### src/rtl/pipe_hazard_ctrl_pkg.sv
// Shared types and constants for the pipeline hazard controller:
// FSM state encoding, stage indices and register-number width.
package pipe_pkg;
    typedef enum logic {
        PIPE_RUN  = 1'b0,
        PIPE_PEND = 1'b1
    } pipe_state_e;

    localparam int STG_IF = 0;
    localparam int STG_ID = 1;
    localparam int STG_EX = 2;

    localparam int REG_W = 5;
endpackage

### src/rtl/pipe_hazard_ctrl_if.sv
// Hazard-controller bundle: stall/hazard/flush requests from the datapath,
// register enables, bubble clears, occupancy and counters back to it.
interface pipe_hazard_ctrl_if
    import pipe_pkg::*;
#(
    parameter int N_STAGE     = 5,
    parameter int N_SRC       = 2,
    parameter int LOAD_STAGES = 2,
    parameter int CNT_W       = 32
);
    logic [N_STAGE-1:0]           stall_req;
    logic                         cp0_hazard;
    logic [N_SRC*REG_W-1:0]       id_src;
    logic [N_SRC-1:0]             id_src_vld;
    logic [LOAD_STAGES-1:0]       ld_vld;
    logic [LOAD_STAGES*REG_W-1:0] ld_dest;
    logic                         flush_req;
    logic [N_STAGE-1:0]           en;
    logic [N_STAGE-1:0]           clr;
    logic                         redirect;
    logic [N_STAGE-1:0]           stage_vld;
    logic [CNT_W-1:0]             stall_cnt;
    logic [CNT_W-1:0]             flush_cnt;

    modport master (
        output stall_req, cp0_hazard, id_src, id_src_vld, ld_vld, ld_dest, flush_req,
        input  en, clr, redirect, stage_vld, stall_cnt, flush_cnt
    );

    modport slave (
        input  stall_req, cp0_hazard, id_src, id_src_vld, ld_vld, ld_dest, flush_req,
        output en, clr, redirect, stage_vld, stall_cnt, flush_cnt
    );
endinterface

### src/rtl/pipe_hazard_ctrl_load_use_detect.sv
// Load-use comparator array: flags an ID source that matches the nonzero
// destination of any load still too young to forward.
module load_use_detect
    import pipe_pkg::*;
#(
    parameter int N_SRC       = 2,
    parameter int LOAD_STAGES = 2
) (
    input  logic [N_SRC*REG_W-1:0]       id_src,
    input  logic [N_SRC-1:0]             id_src_vld,
    input  logic [LOAD_STAGES-1:0]       ld_vld,
    input  logic [LOAD_STAGES*REG_W-1:0] ld_dest,
    output logic                         load_hz
);
    always_comb begin
        load_hz = 1'b0;
        for (int j = 0; j < LOAD_STAGES; j++) begin
            for (int s = 0; s < N_SRC; s++) begin
                if (ld_vld[j] && id_src_vld[s]
                    && (ld_dest[j*REG_W +: REG_W] != '0)
                    && (ld_dest[j*REG_W +: REG_W] == id_src[s*REG_W +: REG_W])) begin
                    load_hz = 1'b1;
                end
            end
        end
    end
endmodule

### src/rtl/pipe_hazard_ctrl.sv
// Freeze-point stall/bubble/flush controller for an N-register in-order
// pipeline, with occupancy tracking and saturating stall/flush counters.
module pipe_hazard_ctrl
    import pipe_pkg::*;
#(
    parameter int N_STAGE     = 5,
    parameter int N_SRC       = 2,
    parameter int LOAD_STAGES = 2,
    parameter int CNT_W       = 32
) (
    input  logic             clk,
    input  logic             rst_n,
    pipe_hazard_ctrl_if.slave bus
);
    localparam int COMMIT = N_STAGE - 1;

    function automatic logic [CNT_W-1:0] sat_inc(input logic [CNT_W-1:0] v);
        return (v == '1) ? v : v + {{(CNT_W-1){1'b0}}, 1'b1};
    endfunction

    pipe_state_e        state;
    logic               load_hz;
    logic               fire;
    logic [N_STAGE-1:0] req;
    logic [N_STAGE-1:0] en;
    logic [N_STAGE-1:0] clr;
    logic               redirect;
    logic [N_STAGE-1:0] stage_vld;
    logic [N_STAGE-1:0] vld_in;
    logic [CNT_W-1:0]   stall_cnt;
    logic [CNT_W-1:0]   flush_cnt;
    int                 frz;

    load_use_detect #(
        .N_SRC      (N_SRC),
        .LOAD_STAGES(LOAD_STAGES)
    ) u_load_use (
        .id_src    (bus.id_src),
        .id_src_vld(bus.id_src_vld),
        .ld_vld    (bus.ld_vld),
        .ld_dest   (bus.ld_dest),
        .load_hz   (load_hz)
    );

    // A pending flush and a new flush request are the same event; either
    // fires as soon as the commit register is free to advance.
    assign fire = ((state == PIPE_PEND) || bus.flush_req) && !bus.stall_req[COMMIT];

    always_comb begin
        req = bus.stall_req;
        req[STG_ID] = bus.stall_req[STG_ID] | load_hz | bus.cp0_hazard;

        frz = -1;
        for (int k = 0; k < N_STAGE; k++) begin
            if (req[k]) frz = k;
        end

        en       = '1;
        clr      = '0;
        redirect = 1'b0;
        if (!rst_n) begin
            clr = '1;
        end else if (fire) begin
            redirect = 1'b1;
            for (int k = 1; k < COMMIT; k++) clr[k] = 1'b1;
        end else begin
            for (int k = 0; k < N_STAGE; k++) begin
                en[k]  = (k > frz);
                clr[k] = (frz >= 0) && (k == frz + 1);
            end
        end
    end

    // Stage 0 always fetches a real instruction when it loads.
    assign vld_in = {stage_vld[N_STAGE-2:0], 1'b1};

    always_ff @(posedge clk) begin
        if (!rst_n) begin
            state     <= PIPE_RUN;
            stage_vld <= {{(N_STAGE-1){1'b0}}, 1'b1};
            stall_cnt <= '0;
            flush_cnt <= '0;
        end else begin
            unique case (state)
                PIPE_RUN:  if (bus.flush_req && bus.stall_req[COMMIT]) state <= PIPE_PEND;
                PIPE_PEND: if (!bus.stall_req[COMMIT]) state <= PIPE_RUN;
                default:   state <= PIPE_RUN;
            endcase
            for (int k = 0; k < N_STAGE; k++) begin
                if (en[k]) stage_vld[k] <= clr[k] ? 1'b0 : vld_in[k];
            end
            if (en != '1) stall_cnt <= sat_inc(stall_cnt);
            if (redirect) flush_cnt <= sat_inc(flush_cnt);
        end
    end

    assign bus.en        = en;
    assign bus.clr       = clr;
    assign bus.redirect  = redirect;
    assign bus.stage_vld = stage_vld;
    assign bus.stall_cnt = stall_cnt;
    assign bus.flush_cnt = flush_cnt;
endmodule
### src/flat_wrapper.sv
// flat-port wrapper written by rule: the top's interface ports become plain ports
module pipe_hazard_ctrl_flat import pipe_pkg::*;
#(
    parameter int N_STAGE     = 5,
    parameter int N_SRC       = 2,
    parameter int LOAD_STAGES = 2,
    parameter int CNT_W       = 32
)
  (clk, rst_n, bus_stall_req, bus_cp0_hazard, bus_id_src, bus_id_src_vld, bus_ld_vld, bus_ld_dest, bus_flush_req, bus_en, bus_clr, bus_redirect, bus_stage_vld, bus_stall_cnt, bus_flush_cnt);
  pipe_hazard_ctrl_if #(.N_STAGE(N_STAGE), .N_SRC(N_SRC), .LOAD_STAGES(LOAD_STAGES), .CNT_W(CNT_W)) bus_i ();
  input  logic clk;
  input  logic rst_n;
  input wire logic [$bits(bus_i.stall_req)-1:0] bus_stall_req;
  input wire logic [$bits(bus_i.cp0_hazard)-1:0] bus_cp0_hazard;
  input wire logic [$bits(bus_i.id_src)-1:0] bus_id_src;
  input wire logic [$bits(bus_i.id_src_vld)-1:0] bus_id_src_vld;
  input wire logic [$bits(bus_i.ld_vld)-1:0] bus_ld_vld;
  input wire logic [$bits(bus_i.ld_dest)-1:0] bus_ld_dest;
  input wire logic [$bits(bus_i.flush_req)-1:0] bus_flush_req;
  output wire logic [$bits(bus_i.en)-1:0] bus_en;
  output wire logic [$bits(bus_i.clr)-1:0] bus_clr;
  output wire logic [$bits(bus_i.redirect)-1:0] bus_redirect;
  output wire logic [$bits(bus_i.stage_vld)-1:0] bus_stage_vld;
  output wire logic [$bits(bus_i.stall_cnt)-1:0] bus_stall_cnt;
  output wire logic [$bits(bus_i.flush_cnt)-1:0] bus_flush_cnt;
  assign bus_i.stall_req = bus_stall_req;
  assign bus_i.cp0_hazard = bus_cp0_hazard;
  assign bus_i.id_src = bus_id_src;
  assign bus_i.id_src_vld = bus_id_src_vld;
  assign bus_i.ld_vld = bus_ld_vld;
  assign bus_i.ld_dest = bus_ld_dest;
  assign bus_i.flush_req = bus_flush_req;
  assign bus_en = bus_i.en;
  assign bus_clr = bus_i.clr;
  assign bus_redirect = bus_i.redirect;
  assign bus_stage_vld = bus_i.stage_vld;
  assign bus_stall_cnt = bus_i.stall_cnt;
  assign bus_flush_cnt = bus_i.flush_cnt;
  pipe_hazard_ctrl #(.N_STAGE(N_STAGE), .N_SRC(N_SRC), .LOAD_STAGES(LOAD_STAGES), .CNT_W(CNT_W)) u_core (.clk(clk), .rst_n(rst_n), .bus(bus_i));
endmodule
### config.mk
export PLATFORM = sky130hd
export DESIGN_NAME = pipe_hazard_ctrl_flat
export DESIGN_NICKNAME = d
export VERILOG_FILES = /design/src/rtl/pipe_hazard_ctrl_pkg.sv /design/src/rtl/pipe_hazard_ctrl_if.sv /design/src/rtl/pipe_hazard_ctrl_load_use_detect.sv /design/src/rtl/pipe_hazard_ctrl.sv /design/src/flat_wrapper.sv
export SDC_FILE = /design/constraint.sdc
export NUM_CORES = 1
export LEC_CHECK = 0
export CAP_MARGIN = 20
export CORE_AREA = 2 2 90 92
export DETAILED_ROUTE_END_ITERATION = 8
export DIE_AREA = 0 0 92 94
export PLACE_DENSITY = 0.86
export SLEW_MARGIN = 20
export SYNTH_ARGS = -nofsm -noshare
export SYNTH_HDL_FRONTEND = slang
export SYNTH_SLANG_ARGS = --single-unit
### constraint.sdc
create_clock -name clk -period 6.2 [get_ports clk]
set_input_delay 1.24 -clock clk [delete_from_list [all_inputs] [get_ports clk]]
set_output_delay 1.24 -clock clk [all_outputs]
set_load 0.1 [all_outputs]
==> results of run 1 <==
[synth_stat cells, drive strengths merged, types with 13 or more instances]
master / instances / area [um^2]
nand2b: 14 / 87.6
nand3: 33 / 165
o21ai: 15 / 75.1
xnor2: 28 / 245
nand4: 25 / 156
clkbuf: 13 / 48.8
mux2i: 20 / 200
xor2: 17 / 149
dfxtp: 70 / 1400
and3: 17 / 106
a21oi: 17 / 85.1
nor2: 39 / 149
nand2: 59 / 221
[per-stage QoR]
stage / hold slack (ns) / setup slack, ns / instance area [um^2] / instances
after floorplan: 0.443 / 0.466 / 3860 / 462
after global placement: 0.458 / 0.601 / 5120 / 662
after detailed placement: 0.470 / 0.412 / 5120 / 662
after CTS: 0.487 / 0.387 / 5320 / 678
after global routing: 0.508 / 0.0707 / 5320 / 678
final: 0.488 / 0.348 / 5320 / 678
[power breakdown]
group	switching [W]	internal, W
clock	0.000183	0.000186
sequential	0.00000401	0.000452
combinational	0.000106	0.0000563
total	0.000292	0.000695
[critical path, cell delays in order]
cell	delay (ns)
sky130_fd_sc_hd__clkdlybuf4s50_1	0.60
sky130_fd_sc_hd__or3_1	0.52
sky130_fd_sc_hd__nor2_1	0.31
sky130_fd_sc_hd__nand3_1	0.41
sky130_fd_sc_hd__inv_1	0.22
sky130_fd_sc_hd__ha_1	0.15
sky130_fd_sc_hd__nor4b_1	0.25
sky130_fd_sc_hd__and3_1	0.30
sky130_fd_sc_hd__inv_1	0.10
sky130_fd_sc_hd__o31ai_2	0.29
sky130_fd_sc_hd__buf_12	0.22
[cells by family (layout without fill, tap and decap cells)]
kind of cell | after synthesis | after routing | share of synthesized area [%]
mux | 20 | 20 | 5.19
flops | 70 | 70 | 36.4
fa+ha+maj | 5 | 5 | 1.62
simple gates | 242 | 242 | 33.7
xor+xnor | 45 | 45 | 10.2
buf+inv | 26 | 140 | 2.69
compound gates | 54 | 54 | 10.2
[metal layers]
metal / global-route usage, % / share of wire [%] / vias up
li1: - / - / 1875
met1: 29.6 / 43 / 1794
met2: 38.0 / 48 / 153
met3: 6.74 / 7.2 / 18
met4: 9.20 / 2.0 / 0
met5: 0 / 0 / -
[area by class of cell]
class | instances | area (um^2)
clock buffers | 9 | 124
clock inverters | 7 | 72.6
fillers | 586 | 2290
inverters | 10 | 37.5
multi-input cells | 366 | 2360
flip-flops and latches | 70 | 1400
well taps | 102 | 128
repair buffers | 114 | 1200
[worst max path at each step]
stage	from	slack (ns)	cells after the start	end
floorplan	bus_ld_dest[2]	0.47	12	bus_clr[3]
detailed placement	bus_stall_req[4]	0.41	11	bus_clr[3]
finish	bus_stall_req[4]	0.35	11	bus_clr[2]
global placement	bus_stall_req[4]	0.60	11	bus_clr[3]
CTS	bus_stall_req[4]	0.39	11	bus_clr[3]
global route	bus_stall_req[4]	0.07	11	bus_clr[3]
[registers in the layout, indices dropped and copies added (netlist names)]
| name | count |
|---|---|
| u_core.bus.flush_cnt | 32 |
| u_core.bus.stall_cnt | 32 |
| u_core.bus.stage_vld | 5 |
| u_core.state | 1 |
==> metrics.md, run 1 <==
| Metric | Value |
|---|---|
| Number of routed nets with antenna violations | 0 |
| Netlist cell types | 51 |
| FFs w/ async S/R, synth | 0% |
| Initial antenna violation count | 0 |
| Final Skew | 0.0116 ns |
| Leading cell type in the layout, fill and taps excluded | sky130_fd_sc_hd__clkdlybuf4s50_1 |
| Min-Delay Startpoint | u_core.bus.stall_cnt[11] |
| Wire length of the first global-routing pass | 16500 um |
| EDFF count, synth | 0 |
| Class of the tightest hold or removal check | flip-flop to flip-flop |
| Global Route Usage Sum | 23.5% |
| P per Cell Area | 186 nW/um^2 |
| Utilization of the core after routing | 69.9% |
| Initial DRC count | 187 |
| Maximum capacitance violations | 0 |
| Flip-flop and latch count after synthesis | 70 |
| Clock Tree Buf Depth | 2 |
| Fraction of final layout cells with drive strength greater than 1 | 7.64% |
| # rows | 32 |
| Largest net degree at the start of global routing | 43 |
| CTS Buf Count | 9 |
| Share of the yosys chip area belonging to registers | 36.4% |
| Total number of nets in the final design | 609 |
| Clock transition at path regs | 0.07 ns |
| Total Neg Setup Slack | 0 ns |
| Type of origin of the critical path | primary input |
| H-tree levels | 3 |
| DPL Wire Length | 7400 um |
| Pre-Repair DR Iteration Count | 4 |
| Post-cts repair resize count | 0 |
| Worst R2R Start | u_core.state |
| Final hold vios | 0 |
| Total Power | 0.000987 W |
| Post-CTS Setup Repair Bufs | 0 |
| Worst reg-to-reg setup slack | 3.73 ns |
| CTS tree | built |
| Cell depth of the worst min-delay path | 2 |
| Cell area after synthesis | 3850 um^2 |
| Via density per instance | 5.66 |
| Final max-slew violation count | 0 |
| WL per Instance | 14.7 um |
| Final weighted congestion in routability-driven placement | 0.832 |
| Clock latency on the worst-skew pair | 0.36 ns |
| Starting utilization of the core area | 50.7% |
| Height of the die | 94 um |
| Largest fanout on the critical path | 12 |
| Headroom to the max-slew limit | 32.3% |
| Kind of end point of the critical path | primary output |
| Terminating pin of the worst hold path | u_core.bus.stall_cnt[11] |
| Global route total overflow | 0 |
| Synthesized area divided by synthesized cell count | 8.34 um^2 |
| Dominant synthesized flop cell | sky130_fd_sc_hd__dfxtp_1 |
| CTS root buffer | sky130_fd_sc_hd__clkbuf_8 |
| Required time reported for the critical path endpoint | 4.96 ns |
| Category of the critical setup timing path | primary input to primary output |
| Gate count after technology mapping | 462 |
| Static leakage | 1.88 nW |
| Portion of the clock cycle consumed by the worst path in the final layout | 94.4% |
| Number of antenna cells inserted | 0 |
| Routed vias | 3840 |
| Reg2reg end | u_core.bus.stall_cnt[6] |
| Most used cells in the layout excluding fill and tap cells | sky130_fd_sc_hd__clkdlybuf4s50_1 (101), sky130_fd_sc_hd__dfxtp_1 (70), sky130_fd_sc_hd__nand2_1 (59) |
| Post-detailed-routing wire length | 9930 um |
| Width of the chip | 92 um |
| Net Count, Synth | 500 |
| Area growth from synthesis to layout | 38.0% |
| Peak supply drop | 0.000123 V |
| Fin crit period | 5.85 ns |
| Setup Viol. Count Final | 0 |
| DR DRC count | 0 |
| Count of hold buffers inserted by post-cts repair | 0 |
| Top Ports | 113 |
| Pin slew with the least headroom to its limit | 1.01 ns |
| Worst EP arrival | 4.61 ns |
| Number of global-route vias before repair | 3545 |
| Count of port buffers added during placement | 112 |
| Clock tree sinks | 70 |
| Register-to-Register Path Depth | 6 |
| Synthesis warning total | 0 |
| Outcome | complete, no violations |
| Core Area | 7610 um^2 |
| Die area | 8650 um^2 |
| Setup repair after global routing missed its margin | false |
| Achievable clock frequency | 0.171 GHz |
Note: power is estimated with default switching activity, not from simulation.
==> run 2: changes to the inputs <==
--- a/config.mk
+++ b/config.mk
@@ -9,6 +9,7 @@
 export CORE_AREA = 2 2 90 92
 export DETAILED_ROUTE_END_ITERATION = 8
 export DIE_AREA = 0 0 92 94
+export GPL_TIMING_DRIVEN = 0
 export PLACE_DENSITY = 0.86
 export SLEW_MARGIN = 20
 export SYNTH_ARGS = -nofsm -noshare
==> constraint.sdc (replaced) <==
create_clock -name clk -period 6.2 [get_ports clk]
set_input_delay 1.24 -clock clk [delete_from_list [all_inputs] [get_ports clk]]
set_output_delay 1.24 -clock clk [all_outputs]
set_load 0.005 [all_outputs]
==> metrics.md, run 2 (same netlist as run 1, synthesis figures left out) <==
| Metric | Value |
|---|---|
| Top Ports | 113 (unchanged) |
| Setup Viol. Count Final | 0 (unchanged) |
| Required time reported for the critical path endpoint | 4.96 ns (about the same) |
| Headroom to the max-slew limit | 38.9% (+6.6 points) |
| Type of origin of the critical path | primary input |
| Via density per instance | 5.76 (+1.6%) |
| Count of hold buffers inserted by post-cts repair | 0 (unchanged) |
| Outcome | complete, no violations |
| Utilization of the core after routing | 69.6% (-0.35 points) |
| CTS Buf Count | 9 (unchanged) |
| P per Cell Area | 173 nW/um^2 (-6.6%) |
| Post-detailed-routing wire length | 10600 um (+6.4%) |
| DPL Wire Length | 7880 um (+6.5%) |
| Maximum capacitance violations | 0 (unchanged) |
| Clock Tree Buf Depth | 2 (unchanged) |
| WL per Instance | 15.3 um (+4.6%) |
| Clock tree sinks | 70 (unchanged) |
| WHS | 0.488 ns (+0.000108 ns) |
| Setup repair after global routing missed its margin | false |
| Category of the critical setup timing path | primary input to primary output |
| Area growth from synthesis to layout | 37.3% |
| DR DRC count | 0 (unchanged) |
| Class of the tightest hold or removal check | flip-flop to flip-flop |
| Clock latency on the worst-skew pair | 0.34 ns (-0.02 ns) |
| Number of antenna cells inserted | 0 (unchanged) |
| Largest registers | u_core.bus.flush_cnt: 32 flops, u_core.bus.stall_cnt: 32 flops, u_core.bus.stage_vld: 5 flops |
| Height of the die | 94 um (unchanged) |
| # rows | 32 (unchanged) |
| Largest net degree at the start of global routing | 12 (-72%) |
| Fin crit period | 5.92 ns (+0.0653 ns) |
| Global Route Usage Sum | 24.9% (+1.5 points) |
| H-tree levels | 3 (unchanged) |
| Peak supply drop | 0.000111 V (-10%) |
| Leading cell type in the layout, fill and taps excluded | sky130_fd_sc_hd__clkdlybuf4s50_1 |
| Pre-Repair DR Iteration Count | 5 (+1) |
| Total Neg Setup Slack | 0 ns (unchanged) |
| Portion of the clock cycle consumed by the worst path in the final layout | 95.4% (+1.1 points) |
| Global route total overflow | 0 (unchanged) |
| Initial antenna violation count | 0 (unchanged) |
| CTS root buffer | sky130_fd_sc_hd__clkbuf_8 |
| Pin slew with the least headroom to its limit | 0.910 ns (-0.101 ns) |
| Clock transition at path regs | 0.07 ns (about the same) |
| Final Skew | 0.00821 ns (-0.00338 ns) |
| Fraction of final layout cells with drive strength greater than 1 | 5.44% (-2.2 points) |
| Achievable clock frequency | 0.169 GHz (-1.1%) |
| Worst EP arrival | 4.68 ns (+0.07 ns) |
| Count of port buffers added during placement | 112 (unchanged) |
| Total Power | 0.000917 W (-7.1%) |
| Number of global-route vias before repair | 3740 (+5.5%) |
| Area taken by flip-flops and latches | 1400 um^2 (unchanged) |
| Width of the chip | 92 um (unchanged) |
| Starting utilization of the core area | 50.7% (unchanged) |
| CTS tree | built |
| Initial DRC count | 219 (+17%) |
| Number of routed nets with antenna violations | 0 (unchanged) |
| Inst Count DP | 676 (+2.1%) |
| Area occupied by multi-input gates | 2350 um^2 (-0.21%) |
| Die area | 8650 um^2 (unchanged) |
| Routed vias | 3971 (+3.4%) |
| Final Instance Count excl. Fillers | 690 (+1.8%) |
| Core Area | 7610 um^2 (unchanged) |
| Kind of end point of the critical path | primary output |
| Most used cells in the layout excluding fill and tap cells | sky130_fd_sc_hd__clkdlybuf4s50_1 (112), sky130_fd_sc_hd__dfxtp_1 (70), sky130_fd_sc_hd__nand2_1 (59) |
| Final max-slew violation count | 0 (unchanged) |
| Wire length of the first global-routing pass | 17500 um (+6.4%) |
| Largest fanout on the critical path | 11 (-1) |
| Total number of nets in the final design | 622 (+2.1%) |
| Final hold vios | 0 (unchanged) |
| Final weighted congestion in routability-driven placement | 0.910 (+9.4%) |
| Static leakage | 1.85 nW (-1.3%) |
| Fill cell instance count of the final layout | 610 (+4.1%) |
==> run 2: critical path: stages <==
cell	delay, ns
sky130_fd_sc_hd__clkdlybuf4s50_1	0.46
sky130_fd_sc_hd__or4_1	0.57
sky130_fd_sc_hd__o211ai_2	0.32
sky130_fd_sc_hd__nand3_2	0.29
sky130_fd_sc_hd__inv_1	0.19
sky130_fd_sc_hd__ha_1	0.15
sky130_fd_sc_hd__nor4b_1	0.21
sky130_fd_sc_hd__and3_1	0.30
sky130_fd_sc_hd__inv_1	0.08
sky130_fd_sc_hd__o31ai_1	0.28
sky130_fd_sc_hd__clkdlybuf4s50_1	0.57
==> run 2: through the flow <==
| stage | setup slack, ns | cell area, um^2 |
|---|---|---|
| floorplan | 1.62 | 3850 |
| global placement | 0.168 | 5100 |
| detailed placement | 0.107 | 5100 |
| CTS | 0.0754 | 5290 |
| global route | 0.0405 | 5290 |
| finish | 0.283 | 5290 |
==> run 2: timing repair <==
action,4_1_cts,5_1_grt
setup buffers,0,0
endpoints found under the hold margin,0,0
resized for setup,0,1
endpoints found under the setup margin,0,2
==> run 2: layout make-up <==
cell class | instances | share of cell area (%)
flip-flops and latches | 70 | 26.5
repair buffers | 112 | 21.2
well taps | 102 | 2.41
clock buffers | 10 | 2.60
multi-input cells | 366 | 44.5
plain buffers | 15 | 1.18
inverters | 10 | 0.709
clock inverters | 5 | 0.946
==> run 2: worst paths after layout <==
kind                            from                        to  slack [ns]  cells after the start
min reg2reg  u_core.bus.stall_cnt[6]   u_core.bus.stall_cnt[6]        0.49                      1
max                   bus_ld_dest[5]                bus_clr[2]        0.28                     11
min          u_core.bus.stall_cnt[6]   u_core.bus.stall_cnt[6]        0.49                      1
max reg2reg  u_core.bus.stall_cnt[8]  u_core.bus.stall_cnt[20]        3.87                      6
==> run 2: power breakdown <==
group | switching, W | internal, W
registers | 0.00000464 | 0.000452
logic | 0.0000521 | 0.0000510
clock network | 0.000165 | 0.000192
==> run 2: layer usage <==
| layer | vias to the layer above | track usage (%) | routed length, um |
|---|---|---|---|
| met3 | 34 | 4.49 | 804 |
| met5 | - | 0 | 0 |
| met1 | 1841 | 31.4 | 4500 |
| met4 | 0 | 11.8 | 299 |
| li1 | 1910 | - | - |
| met2 | 186 | 41.4 | 4970 |
==> variant (flow settings as in run 1) <==
`N_STAGE` is set to 5 in 3 places; all go to 10.
--- a/src/rtl/pipe_hazard_ctrl_if.sv
+++ b/src/rtl/pipe_hazard_ctrl_if.sv
@@ -3,7 +3,7 @@
 interface pipe_hazard_ctrl_if
     import pipe_pkg::*;
 #(
-    parameter int N_STAGE     = 5,
+    parameter int N_STAGE     = 10,
     parameter int N_SRC       = 2,
     parameter int LOAD_STAGES = 2,
     parameter int CNT_W       = 32
--- a/src/rtl/pipe_hazard_ctrl.sv
+++ b/src/rtl/pipe_hazard_ctrl.sv
@@ -3,7 +3,7 @@
 module pipe_hazard_ctrl
     import pipe_pkg::*;
 #(
-    parameter int N_STAGE     = 5,
+    parameter int N_STAGE     = 10,
     parameter int N_SRC       = 2,
     parameter int LOAD_STAGES = 2,
     parameter int CNT_W       = 32
--- a/src/flat_wrapper.sv
+++ b/src/flat_wrapper.sv
@@ -1,7 +1,7 @@
 // flat-port wrapper written by rule: the top's interface ports become plain ports
 module pipe_hazard_ctrl_flat import pipe_pkg::*;
 #(
-    parameter int N_STAGE     = 5,
+    parameter int N_STAGE     = 10,
     parameter int N_SRC       = 2,
     parameter int LOAD_STAGES = 2,
     parameter int CNT_W       = 32
Interface: changed (resized bus_clr, bus_en, bus_stage_vld and bus_stall_req); port bits go from 113 to 133. The function was not compared with the original's and may differ.
==> variant against run 1 <==
- die area is the same
- clock power shrank 6.8%
- critical path type unchanged
- clock skew grew 0.55 ps
- sequential cell count grew 5
- area after synthesis grew 8.7%
- routed wire length grew 36%
- setup slack lost 330 ps
- register-to-register slack lost 410 ps
- combinational power grew 55%
- final area grew 17%
- power grew 9.7%
- sequential power grew 7.0%
- fmax shrank 5.4%
==> variant: results (changes against run 1) <==
- GP Congestion: 0.993 (+19%)
- Router iterations before antenna repair: 5 (+1)
- Placed instance count: 762 (+15%)
- Antenna violations before repair: 0 (unchanged)
- R2R Path End: u_core.bus.stall_cnt[28]
- Leakage power: 2.52 nW (+34%)
- Commonest cells in the synthesized netlist: dfxtp_1 (75), nor2_1 (72), nand2_1 (70)
- Root buf cell: clkbuf_8
- Internal power: 728 uW (+4.8%)
- Outcome: finished clean
- Register area share after synthesis: 0.358 (-0.00521)
- CP Data Arrival Time: 4940 ps (+330 ps)
- Synth warn: 0 (unchanged)
- Worst vdd ir: 0.155 mV (+26%)
- R2R Setup Slk: 3320 ps (-410 ps)
- Buffer depth of the longest clock path: 2 (unchanged)
- Synth Area in XOR/XNOR: 0.130 (+0.0274)
- Final nets: 718 (+18%)
- Syn avg cell area: 8.04 um2 (-3.6%)
- First-pass GRT wire length: 20,400 um (+24%)
- WL final: 13,500 um (+36%)
- GRT Overall Usage: 0.292 (+0.0575)
- Number of fill cells: 468 (-20%)
- Synth Area in Compound Gates: 0.0842 (-0.0177)
- Asr flop ratio synth: 0 (unchanged)
- Hold crit path type: reg -> reg
- Worst slew pin tran: 1010 ps (+2.20 ps)
- Area after DPL: 5930 um2 (+16%)
- Synthesized Nets: 566 (+13%)
- Path depth of the worst reg2reg path: 8 (+2)
- Vias: 4,650 (+21%)
- Worst Hold End: u_core.bus.stage_vld[5]
- Share of layout cells above drive strength 1: 0.136 (+0.0593)
- Top Registers: u_core.bus.flush_cnt x32, u_core.bus.stall_cnt x32, u_core.bus.stage_vld x10
- Hold Path Cell Cnt: 2 (unchanged)
- # port buffers: 132 (+18%)
- DP HPWL: 9330 um (+26%)
- H-tree depth: 3 (unchanged)
- Worst reg2reg path startpoint: u_core.bus.stall_cnt[3]
- Crit Path Max Fanout: 4 (-8)
- Hold path start: u_core.bus.stage_vld[5]
- Post-synthesis cell type count: 52 (+2.0%)
- Largest net degree at the start of global routing: 49 (+14%)
- Clk_skew: 12.1 ps (+0.554 ps)
- Num CTS Buffers: 9 (unchanged)
- Synth area leaders: dfxtp_1 (36%), xor2_1 (8.6%), nor2_1 (6.5%)
- DR iter-0 viols: 295 (+58%)
- Adder-Cell Fraction of Synth Area: 0.0209 (+0.00467)
- Vias in the first global route: 4,374 (+23%)
- Avg WL per Cell: 17.3 um (+18%)
- Post-synthesis mux area share: 0.0382 (-0.0137)
variant: cell count changes in the layout (fill, tap and decap cells not counted), moves of 7 or more:
| cell | delta |
|---|---|
| clkdlybuf4s50_1 | -8 |
| or3_1 | -8 |
| nor2_1 | +34 |
| nand4_1 | -8 |
| xor2_1 | +23 |
| xnor2_1 | -7 |
| a21oi_1 | -11 |
| buf_12 | +9 |
| nand2_1 | +9 |
| dlymetal6s2s_1 | +17 |
| buf_4 | +27 |
variant: worst max-delay path by stage:
stage                                 from  cells after the start         end  slack (ps)
after floorplan           bus_stall_req[7]                     10  bus_clr[6]        -280
after global placement      bus_ld_dest[0]                     14  bus_clr[1]          50
after detailed placement    bus_ld_dest[0]                     15  bus_clr[1]        -180
after CTS                    bus_id_src[2]                     15  bus_clr[1]           6
after global routing         bus_id_src[8]                     15  bus_clr[1]        -100
final                        bus_id_src[8]                     15  bus_clr[1]          20
variant: repair_timing:
action                                  CTS  global route
resized for setup                        12            23
endpoints found under the setup margin    6             9
buffers inserted                          2             0
pin swaps                                 3             7
cloned                                    0             0
variant: area by class of cell:
type,instances,area (um2),share of cell area
multi-input combinational,413,2650,0.425
tap,102,128,0.0205
clock buffer,11,141,0.0227
clock inverter,5,36.3,0.00583
sequential,75,1500,0.241
inverter,14,52.6,0.00844
timing repair buffer,160,1720,0.276
variant: power groups by stage:
stage,Clock [mW],Combinational [mW],Sequential (mW)
floorplan,0,0.126,0.519
global placement,0,0.238,0.499
detailed placement,0,0.241,0.499
CTS,0.346,0.245,0.488
global route,0.369,0.260,0.489
finish,0.344,0.251,0.488
variant: logic make-up after synthesis:
group	count (synthesis)
muxes	16
buffers and inverters	33
AOI/OAI and AO/OA	49
and+or+nand+nor	279
DFF	75
adders and majority gates	7
xor gates and xnor gates	62
variant: metrics by stage:
step | setup TNS (ps) | worst slack, ps | utilization | total power, mW | hold WS [ps]
finish | 0 | 15.1 | 0.819 | 1.08 | 486
global route | -343 | -104 | 0.819 | 1.12 | 503
CTS | 0 | 6.04 | 0.809 | 1.08 | 482
detailed placement | -622 | -177 | 0.779 | 0.740 | 460
global placement | 0 | 50.3 | 0.779 | 0.737 | 459
floorplan | -719 | -285 | - | 0.644 | 465
variant: metal layers:
metal,part of all wire,global-route usage,vias up
li1,-,-,2125
met2,0.52,0.532,261
met5,0,0,-
met3,0.068,0.0650,46
met4,0.030,0.0945,0
met1,0.38,0.340,2218
variant: critical path: stages:
cell and delay (ps):
clkdlybuf4s50_1 450, xor2_1 180, nor4_1 290, a32oi_1 110, o221a_2 330, nand3_2 120, inv_2 70, ha_1 290
or4b_2 610, nor4b_2 290, buf_4 170, nand2_1 70, or4_4 440, nand2_2 110, buf_12 170
